[src/rtl/bitcnt_pkg.sv]
// Shared types and width helpers for the sequential bit-count unit.
package bitcnt_pkg;

  typedef enum logic [1:0] {
    BC_POPCNT = 2'b00,
    BC_CLZ    = 2'b01,
    BC_CTZ    = 2'b10
  } bc_mode_e;

  typedef enum logic [1:0] {
    IDLE = 2'b00,
    RUN  = 2'b01,
    DONE = 2'b10
  } bc_state_e;

  // Bits needed to hold a count in 0..n inclusive.
  function automatic int cnt_width(input int n);
    return $clog2(n) + 1;
  endfunction

  function automatic int idx_width(input int n);
    return (n > 1) ? $clog2(n) : 1;
  endfunction

  // Encoding 11 falls back to popcount.
  function automatic bc_mode_e decode_mode(input logic [1:0] m);
    case (m)
      2'b01:   return BC_CLZ;
      2'b10:   return BC_CTZ;
      default: return BC_POPCNT;
    endcase
  endfunction

endpackage

[src/rtl/chunk_cnt.sv]
// Combinational popcount / trailing-zero count / zero flag for one chunk.
module chunk_cnt
  import bitcnt_pkg::*;
#(
  parameter int CHUNK = 16
) (
  input  logic [CHUNK-1:0]     chunk_i,
  output logic [$clog2(CHUNK):0] popcnt_o,
  output logic [$clog2(CHUNK):0] tzcnt_o,
  output logic                 zero_o
);

  localparam int KW = cnt_width(CHUNK);

  always_comb begin
    popcnt_o = '0;
    for (int i = 0; i < CHUNK; i++) begin
      popcnt_o = popcnt_o + KW'(chunk_i[i]);
    end
  end

  // An all-zero chunk yields CHUNK, which is exactly the clz/ctz increment.
  always_comb begin
    tzcnt_o = KW'(CHUNK);
    for (int i = CHUNK - 1; i >= 0; i--) begin
      if (chunk_i[i]) tzcnt_o = KW'(i);
    end
  end

  assign zero_o = ~|chunk_i;

endmodule

[src/rtl/bitcnt_seq.sv]
// Multi-cycle popcount / clz / ctz unit; one CHUNK per cycle, clz handled as ctz of the reversed operand.
module bitcnt_seq
  import bitcnt_pkg::*;
#(
  parameter int WIDTH = 64,
  parameter int CHUNK = 16
) (
  input  logic                   clk,
  input  logic                   resetn,
  input  logic                   InValid,
  output logic                   InReady,
  input  logic [WIDTH-1:0]       Num,
  input  logic [1:0]             Mode,
  input  logic                   W32,
  input  logic                   Flush,
  output logic                   OutValid,
  input  logic                   OutReady,
  output logic [$clog2(WIDTH):0] Count,
  output logic                   Busy
);

  localparam int CW  = cnt_width(WIDTH);
  localparam int KW  = cnt_width(CHUNK);
  localparam int NCH = WIDTH / CHUNK;
  localparam int IW  = idx_width(NCH);
  localparam logic [IW-1:0]    LAST_FULL = IW'(NCH - 1);
  localparam logic [IW-1:0]    LAST_W32  = IW'(32 / CHUNK - 1);
  localparam logic [WIDTH-1:0] LOW32     = WIDTH'({32{1'b1}});

  bc_state_e        state_q, state_d;
  bc_mode_e         mode_q;
  bc_mode_e         mode_dec;
  logic [WIDTH-1:0] op_q;
  logic [IW-1:0]    idx_q, last_q;
  logic [CW-1:0]    acc_q, count_q;

  logic             narrow, accept, last_chunk, term;
  logic [WIDTH-1:0] rev_full, rev_w32, op_capture;
  logic [CHUNK-1:0] chunk;
  logic [KW-1:0]    chunk_pop, chunk_tz;
  logic             chunk_zero;
  logic [CW-1:0]    sum;

  assign narrow   = W32 && (WIDTH > 32);
  assign mode_dec = decode_mode(Mode);
  assign accept   = InValid && InReady;

  genvar gi;
  generate
    for (gi = 0; gi < WIDTH; gi++) begin : g_rev
      assign rev_full[gi] = Num[WIDTH-1-gi];
      if (gi < 32) begin : g_lo
        assign rev_w32[gi] = Num[31-gi];
      end else begin : g_hi
        assign rev_w32[gi] = 1'b0;
      end
    end
  endgenerate

  // Bits above the active width are zeroed so they never contribute.
  always_comb begin
    if (mode_dec == BC_CLZ) op_capture = narrow ? rev_w32 : rev_full;
    else                    op_capture = narrow ? (Num & LOW32) : Num;
  end

  assign chunk = op_q[CHUNK*int'(idx_q) +: CHUNK];

  chunk_cnt #(.CHUNK(CHUNK)) u_chunk_cnt (
    .chunk_i  (chunk),
    .popcnt_o (chunk_pop),
    .tzcnt_o  (chunk_tz),
    .zero_o   (chunk_zero)
  );

  assign sum        = acc_q + CW'((mode_q == BC_POPCNT) ? chunk_pop : chunk_tz);
  assign last_chunk = (idx_q == last_q);
  assign term       = last_chunk || ((mode_q != BC_POPCNT) && !chunk_zero);

  always_ff @(posedge clk or negedge resetn) begin
    if (!resetn) state_q <= IDLE;
    else         state_q <= state_d;
  end

  always_comb begin
    state_d = state_q;
    if (Flush) begin
      state_d = IDLE;
    end else begin
      case (state_q)
        IDLE:    if (InValid)  state_d = RUN;
        RUN:     if (term)     state_d = DONE;
        DONE:    if (OutReady) state_d = IDLE;
        default: state_d = IDLE;
      endcase
    end
  end

  always_comb begin
    InReady  = (state_q == IDLE) && !Flush;
    OutValid = (state_q == DONE);
    Busy     = (state_q != IDLE);
  end

  always_ff @(posedge clk or negedge resetn) begin
    if (!resetn) begin
      op_q    <= '0;
      mode_q  <= BC_POPCNT;
      last_q  <= '0;
      acc_q   <= '0;
      idx_q   <= '0;
      count_q <= '0;
    end else if (Flush) begin
      acc_q <= '0;
      idx_q <= '0;
    end else if (accept) begin
      op_q   <= op_capture;
      mode_q <= mode_dec;
      last_q <= narrow ? LAST_W32 : LAST_FULL;
      acc_q  <= '0;
      idx_q  <= '0;
    end else if (state_q == RUN) begin
      acc_q <= sum;
      idx_q <= idx_q + IW'(1);
      if (term) count_q <= sum;
    end
  end

  assign Count = count_q;

endmodule

[config.mk]
export PLATFORM = sky130hd
export DESIGN_NAME = bitcnt_seq
export DESIGN_NICKNAME = d
export VERILOG_FILES = /design/src/rtl/bitcnt_pkg.sv /design/src/rtl/chunk_cnt.sv /design/src/rtl/bitcnt_seq.sv
export SDC_FILE = /design/constraint.sdc
export NUM_CORES = 1
export LEC_CHECK = 0
export BUFFER_PORTS_ARGS = -buffer_cell sky130_fd_sc_hd__buf_2
export CAP_MARGIN = 20
export CELL_PAD_IN_SITES_DETAIL_PLACEMENT = 1
export CELL_PAD_IN_SITES_GLOBAL_PLACEMENT = 2
export CORE_MARGIN = 5
export CORE_UTILIZATION = 36
export DETAILED_ROUTE_END_ITERATION = 7
export MAX_ROUTING_LAYER = met4
export PLACE_DENSITY = 0.87
export SYNTH_ARGS = -nofsm -noshare
export SYNTH_HDL_FRONTEND = slang
export SYNTH_SLANG_ARGS = --single-unit
[constraint.sdc]
create_clock -name clk -period 7.2 [get_ports clk]
set_clock_uncertainty 0.05 [all_clocks]
set_input_delay 0.36 -clock clk [delete_from_list [all_inputs] [get_ports clk]]
set_output_delay 0.36 -clock clk [all_outputs]
set_load 0.02 [all_outputs]
# Yosys cells after proc, flatten, opt, wreduce, memory -nomap -nowiden
# Cells that the tools add are included.
# op_classes
muxes,33
n_eq_ne,9
n_bitwise,2
n_shift,1
reduce_logical,14
n_addsub,17
# ops
operator,n
2-to-1 mux 64 bit,3
2-to-1 mux 5 bit,17
adder 5 x 1 -> 5 bit,14
variable part select 64 x 7 -> 16 bit,1
2-to-1 mux 7 bit,3
2-to-1 mux 2 bit,8
OR reduction 16 bit,1
adder 7 x 5 -> 7 bit,1
"equality test 2 x 1 -> 1 bit, second input constant",3
"inequality test 3 bit, second input constant",2
case mux 2 bit (3 select lines),1
"equality test 2 bit, second input constant",2
logical NOT 2 bit,2
case mux 2 bit (2 select lines),1
AND reduction 4 bit,1
nonzero test 2 bit,2
logical AND 1 bit,3
"inequality test 3 x 2 -> 1 bit, second input constant",1
AND reduction 3 bit,1
nonzero test 3 bit,1
adder 1 x 1 -> 2 bit,1
"adder 2 x 1 -> 2 bit, second input constant",1
equality test 2 bit,1
NOT 1 bit,2
other kinds (3),3
# totals
in_bits,72
out_inout_bits,10
regBits,86
wordCells,83

# Depth between registers and ports, before layout
# Gate-level depths: netlist (run 1).
# logic_depth
word_depth,22
depth_mapped,24
depth_no_buf,22

# Cells and area by module
# Synthesis (run 1) repeated with hierarchy kept, for this count alone.
# hier_totals
hier_cells,561
area_unflattened_um2,5592.9
# modules_own_cells
module,n_inst,cells_each,seq_area_each_um2,area_each_um2
bitcnt_seq,1,490,2152.1,5021.1
chunk_cnt,1,71,0.0,571.8

# Worst setup path after synthesis (run 1)
# Ideal clock, no wire load.
# synth_path
path_type,register -> register
from,register idx_q[0]
to,"register count_q[5], in the netlist Count[5]"
stages_incl_launch_ff,22
setup_slack_ps,916
synth_period_minus_slack_ps,6284
path_buffers,2
setup_ps,125
required_time_ps,7025
arrival_time_ps,6109
cell_sequence,dfrtp_1 -> buf_6 -> buf_2 -> mux4_2 -> inv_1 -> ha_1 -> fa_1 -> inv_1 -> fa_1 -> fa_1 -> inv_1 -> fa_1 -> fa_1 -> fa_1 -> a22o_1 -> ha_1 -> a21o_1 -> a21oi_1 -> o21ai_1 -> a21oi_1 -> xnor2_1 -> mux2_4
# synth_between
elab_chain_len,19
elab_cells_between_ends,39
classes_between,add/sub: 16; eq/ne: 1; shift: 1; mux: 17; reduce/logical: 4
# synth_rtl
element,line,source
"start, declared",bitcnt_seq.sv:34,"logic [IW-1:0] idx_q, last_q;"
"start signal, assigned",bitcnt_seq.sv:123,idx_q <= idx_q + IW'(1);
branches (longest 19 deep; another with adder 5 x 1 -> 5 bit),--,
"end signal, assigned",bitcnt_seq.sv:124,if (term) count_q <= sum;
"end, declared",bitcnt_seq.sv:35,"logic [CW-1:0] acc_q, count_q;"
# Several ways; the timed one is not identified.
# A chain may end at the register's enable or synchronous reset.

# Final worst setup path (run 1)
# layout_path
from,register idx_q[0]
to,"register count_q[6], in the netlist Count[6]"
# The elaborated chain is that of the path after synthesis.

==> impl_metrics.ini, run 1 <==
[status]
status = complete, no violations

[setup_path]
crit_fanout = 15
r2r_start = idx_q[0]$_DFFE_PN0P_
critical_path_class = flip-flop to flip-flop
cp-end-kind = flip-flop
start_kind = flip-flop
crit_top_cell = fa_1
slowest_stage = mux4_2
required_ns = 7.38
crit_chain = buf_4 -> mux4_2 -> fa_1 -> inv_1 -> fa_1 -> fa_1 -> inv_1 -> fa_1 -> fa_1 -> fa_1 -> xor2_1 -> nand2_1 -> o21ai_1 -> ha_1 -> nor2b_1 -> o21ai_1 -> a21boi_1 -> o21ai_0 -> xor2_1 -> mux2i_1
arrival_ns = 6.60
max_stage_delay_ns = 0.64
cp-startpoint = idx_q[0]$_DFFE_PN0P_
critPathTopFamily = adder cells
cp.buffers_inverters = 3

[timing]
grt_setup_unrepaired = false
setup_ws_ns = 0.7794
fmax_mhz = 155.8
whs_ns = 0.2577
post-route-min-period_ns = 6.421
slew_violations = 0
slew-limit-headroom_pct = 39.78
setup_tns_ns = 0
tightest_slew_ns = 0.9034
hold_violations = 0
setup-violations-final = 0
fin_crit_sh_pct = 89.17

[floorplan]
start_util_pct = 36.23
core-area_sq_um = 15030
ioPinCount = 82
die_y_microns = 133
placementRows = 45
die_w_microns = 133
die_area_sq_um = 17690

[detailed_routing]
num_vias = 4272
drt_wl_total_microns = 14590
dr.pass1.iters = 4
drt_iter0_markers = 227
final_antenna_net_count = 0
wl_per_cell_microns = 18.03
drc = 0
viasPerCell = 5.281

[clock_network]
clk_latency_ns = 0.35
h-tree-depth = 3
numCtsBuffers = 9
clock_sinks = 86
cts-root-buf = clkbuf_16
cts.repair.resized = 0
cts.hold.buffers_added = 1
cts_tree = done
clockBufferDepth = 2
clk_pin_slew_ns = 0.06
cts_setup_buffers = 0

[finish]
nets = 711
final_common_cell = dfrtp_1
antenna_cells = 0
fillerInstances = 1709
final_util_pct = 42.16
final_area_sq_um = 6337
drive_above_1_share_pct = 21.26
syn_to_final_growth_pct = 16.36
layout.cells.non_filler = 809
mostFrequentLayoutCells = dfrtp_1 (86), buf_2 (80), nand2_1 (77)

[logic_synthesis]
postSynthAreaPerCell_sq_um = 9.778
ys_warn_count = 0
async_flop_share_pct = 100.0
synth_nets = 652
yosys-top-cells-area = dfrtp_1 (40%), mux2i_1 (12%), mux4_2 (6.6%)
synthDistinctLibCells = 44
ys_seq_area_share_pct = 39.51
synth-edff-count = 0
syn_area_sq_um = 5446
synth_top_area_share_pct = 39.51
synth_top_area_cell = dfrtp_1
synth_cells = 557
synth_ff_type = dfrtp_1
yosys_register_bits = 86

[placement]
hpwl_microns = 10950
io_buffers = 81
post-place-ws_ns = 0.8287
gp_congestion = 0.9140
placed_area_sq_um = 5989
dp_cells = 792

[global_route]
grt_max_degree = 100
grt_overflow = 0
antenna_found_initial = 0
track_usage_pct = 17.61
grt_pass1_wl_microns = 24040
grt_pass1_vias = 4593

[flow_run]
max_cap_violations = 0

[power]
total_power_mw = 2.932
power.density_nw_per_um2 = 462.7
leakage_nw = 3.080
peakVddDrop_mv = 0.2647

[worst_hold_path]
hold_class = input port to flip-flop
worst_hold_startpoint = Mode[1]
[where the power goes]
group | switching, mW | total (mW) | internal [mW] | leakage (nW)
Combinational | 0.948 | 1.72 | 0.777 | 1.81
Sequential | 0.0750 | 0.678 | 0.603 | 1.11
Clock | 0.192 | 0.529 | 0.337 | 0.165
Total | 1.21 | 2.93 | 1.72 | 3.08
[state kept, by name (all words and copies together), names as in the netlist]
name / count
mode_q: 2
last_q: 2
idx_q: 2
op_q: 64
state_q: 2
Count: 7
acc_q: 7
[final timing paths]
path / cells past startpoint / endpoint / slack (ns)
hold reg to reg: 2 / op_q[46]$_DFFE_PN0P_ / 0.43
hold / removal: 3 / mode_q[1]$_DFFE_PN0P_ / 0.26
setup / recovery: 20 / Count[6]$_DFFE_PN0P_ / 0.78
max in group asynchronous: 3 / op_q[58]$_DFFE_PN0P_ / 5.63
min in group asynchronous: 2 / op_q[31]$_DFFE_PN0P_ / 0.47
setup reg to reg: 20 / Count[6]$_DFFE_PN0P_ / 0.78
[synth_stat cells, types with 6 or more instances]
library cell	number
clkbuf_1	35
o21ai_1	39
fa_1	11
dfrtp_1	86
inv_1	23
nor2_1	49
a21oi_1	42
mux4_2	16
nand2_1	78
nand2b_1	6
ha_1	12
o31ai_1	35
mux2i_1	66
[cells by family (layout without fill, tap and decap cells)]
group                    Yosys count  in the layout  share of synthesized area, %
multiplexers                      87             87                         20.12
flip-flops                        86             86                         39.51
AO/OA/AOI/OAI                    132            132                         14.68
buffers and inverters             63            127                         4.526
adder cells (fa/ha/maj)           23             23                         6.800
AND/OR/NAND/NOR                  156            156                         12.75
XOR/XNOR                          10             10                         1.608
[cell type report]
| class | instances | area (sq um) | share of cell area (%) |
|---|---|---|---|
| sequential | 86 | 2152 | 33.96 |
| timing repair buffer | 88 | 462.9 | 7.305 |
| tap | 188 | 235.2 | 3.712 |
| inverter | 23 | 86.33 | 1.362 |
| clock inverter | 7 | 112.6 | 1.777 |
| multi-input combinational | 408 | 3063 | 48.33 |
| clock buffer | 9 | 225.2 | 3.554 |
[worst reg2reg max path, delay by kind of cell, from the launching register on]
| family | cells | cell delay (ns) |
|---|---|---|
| flops | 1 | 0.50 |
| buf+inv | 3 | 0.48 |
| mux | 2 | 0.74 |
| compound gates | 4 | 0.62 |
| xor+xnor | 2 | 0.38 |
| simple gates | 2 | 0.22 |
| fa+ha+maj | 7 | 3.34 |
[layer usage]
metal	up-vias	global-route usage, %	part of all wire [%]	routed length, microns
li1	2079	-	-	-
met1	2111	21.67	45	6580
met2	68	29.06	50	7347
met3	14	2.662	2.8	403
met4	0	7.102	1.8	256
met5	-	-	0	0
No activity file was read; power rests on OpenSTA's default activity.
==> run 2, diff against run 1 <==
--- a/config.mk
+++ b/config.mk
@@ -13,7 +13,7 @@
 export CORE_UTILIZATION = 36
 export DETAILED_ROUTE_END_ITERATION = 7
 export MAX_ROUTING_LAYER = met4
-export PLACE_DENSITY = 0.87
+export PLACE_DENSITY = 0.89
 export SYNTH_ARGS = -nofsm -noshare
 export SYNTH_HDL_FRONTEND = slang
 export SYNTH_SLANG_ARGS = --single-unit
==> impl_metrics.ini, run 2 (synthesized netlist as in run 1, its figures left out) <==
[status]
status = complete, no violations

[detailed_routing]
viasPerCell = 5.287
num_vias = 4277
drt_iter0_markers = 194
wl_per_cell_microns = 17.79
final_antenna_net_count = 0
dr.pass1.iters = 4
drc = 0
drt_wl_total_microns = 14390

[global_route]
antenna_found_initial = 0
grt_pass1_wl_microns = 24030
grt_max_degree = 112
grt_overflow = 0
track_usage_pct = 17.30
grt_pass1_vias = 4733

[power]
leakage_nw = 3.075
power.density_nw_per_um2 = 454.5
peakVddDrop_mv = 0.3010
total_power_mw = 2.875

[setup_path]
regToRegEndpoint = acc_q[6]$_DFFE_PN0P_
critical_path_class = flip-flop to flip-flop
r2r_cells = 18
crit_fanout = 15
cp-startpoint = idx_q[0]$_DFFE_PN0P_
arrival_ns = 6.57
cp-end-kind = flip-flop
regToRegSetupSlack_ns = 0.83
start_kind = flip-flop
max_stage_delay_ns = 0.61
crit_top_cell = fa_1
cp-endpoint = acc_q[6]$_DFFE_PN0P_
crit_chain = buf_4 -> mux4_2 -> fa_1 -> inv_1 -> fa_1 -> fa_1 -> inv_1 -> fa_1 -> fa_1 -> fa_1 -> a22oi_1 -> fa_1 -> nor2b_1 -> o21ai_1 -> a21boi_1 -> o21ai_0 -> xor2_1 -> o31ai_1
r2r_start = idx_q[0]$_DFFE_PN0P_
slowest_stage = mux4_2
required_ns = 7.41

[floorplan]
ioPinCount = 82
start_util_pct = 36.23
die_area_sq_um = 17690
core-area_sq_um = 15030
die_w_microns = 133
die_y_microns = 133
placementRows = 45

[timing]
fmax_mhz = 157.1
tightest_slew_ns = 1.093
fin_crit_sh_pct = 88.41
setup-violations-final = 0
slew-limit-headroom_pct = 27.15
slew_violations = 0
grt_setup_unrepaired = false
whs_ns = 0.2500
setup_tns_ns = 0
post-route-min-period_ns = 6.366
hold_violations = 0

[placement]
hpwl_microns = 10600
gp_congestion = 0.8967
dp_cells = 792
io_buffers = 81

[finish]
nets = 711
final_common_cell = dfrtp_1
mostFrequentLayoutCells = dfrtp_1 (86), buf_2 (80), nand2_1 (77)
largest_reg_flops = 64
drive_above_1_share_pct = 21.10
regMostFlops = op_q
antenna_cells = 0
layout.cells.non_filler = 809
syn_to_final_growth_pct = 16.13

[clock_network]
clk_pin_slew_ns = 0.06
clk_latency_ns = 0.35
cts-root-buf = clkbuf_16
cts.repair.resized = 0
clock_sinks = 86
h-tree-depth = 3
cts_setup_buffers = 0
numCtsBuffers = 9
cts_tree = done
clockBufferDepth = 2

[flow_run]
max_cap_violations = 0

[worst_hold_path]
hold_class = input port to flip-flop
run 2: cell types whose count changed in the layout (fill, tap and decap cells not counted), sizes merged:
cell,delta
bufinv,-1
clkbuf,+2
clkinvlp,-1
run 2: what timing repair did:
action                                  in CTS  in global routing
hold endpoints to repair                    17                  0
hold buffers                                 1                  0
endpoints found under the setup margin       0                  0
run 2: per-layer routing:
metal / up-vias / wire length, microns / track usage, %
met5: - / 0 / -
met3: 21 / 418 / 2.548
met4: 0 / 339 / 6.640
li1: 2076 / - / -
met1: 2118 / 6622 / 22.06
met2: 62 / 7010 / 27.91
run 2: worst max-delay path, delay by kind of cell, from the launching register on:
kind	cells	cell delay (ns)
adders and majority gates	7	3.59
muxes	1	0.61
and+or+nand+nor	1	0.13
xor gates and xnor gates	1	0.17
AOI/OAI and AO/OA	5	0.74
DFF	1	0.50
buffers and inverters	3	0.48
run 2: where the power goes:
group	switching, mW	leakage (nW)	internal (mW)	total, mW
Combinational	0.914	1.81	0.774	1.69
Clock	0.196	0.160	0.314	0.510
Sequential	0.0734	1.11	0.603	0.677
Total	1.18	3.07	1.69	2.87
run 2: worst min path at each step:
stage / startpoint / endpoint / slack [ns] / cells past startpoint
5_1_grt: Mode[1] / mode_q[1]$_DFFE_PN0P_ / 0.27 / 3
6_report: Mode[1] / mode_q[1]$_DFFE_PN0P_ / 0.25 / 3
3_5_place_dp: resetn / op_q[15]$_DFFE_PN0P_ / 0.20 / 1
4_1_cts: Mode[1] / mode_q[1]$_DFFE_PN0P_ / 0.25 / 3
2_1_floorplan: resetn / Count[0]$_DFFE_PN0P_ / 0.01 / 0
3_3_place_gp: resetn / op_q[31]$_DFFE_PN0P_ / 0.19 / 1
run 2: final cells by class:
type	instances	area, sq um
Timing Repair Buffer	88	462.9
Clock buffer	11	242.7
Tap cell	188	235.2
Clock inverter	5	82.58
Multi-Input combinational cell	408	3063
Inverter	23	86.33
Fill cell	1710	8708
Sequential cell	86	2152
run 2: stage by stage:
stage	utilization [%]	instance area (sq um)	setup slack, ns
2_1_floorplan	-	5446	0.9165
3_3_place_gp	39.84	5989	1.017
3_5_place_dp	39.84	5989	0.8348
4_1_cts	42.07	6325	0.7879
5_1_grt	42.07	6325	0.4853
6_report	42.07	6325	0.8341
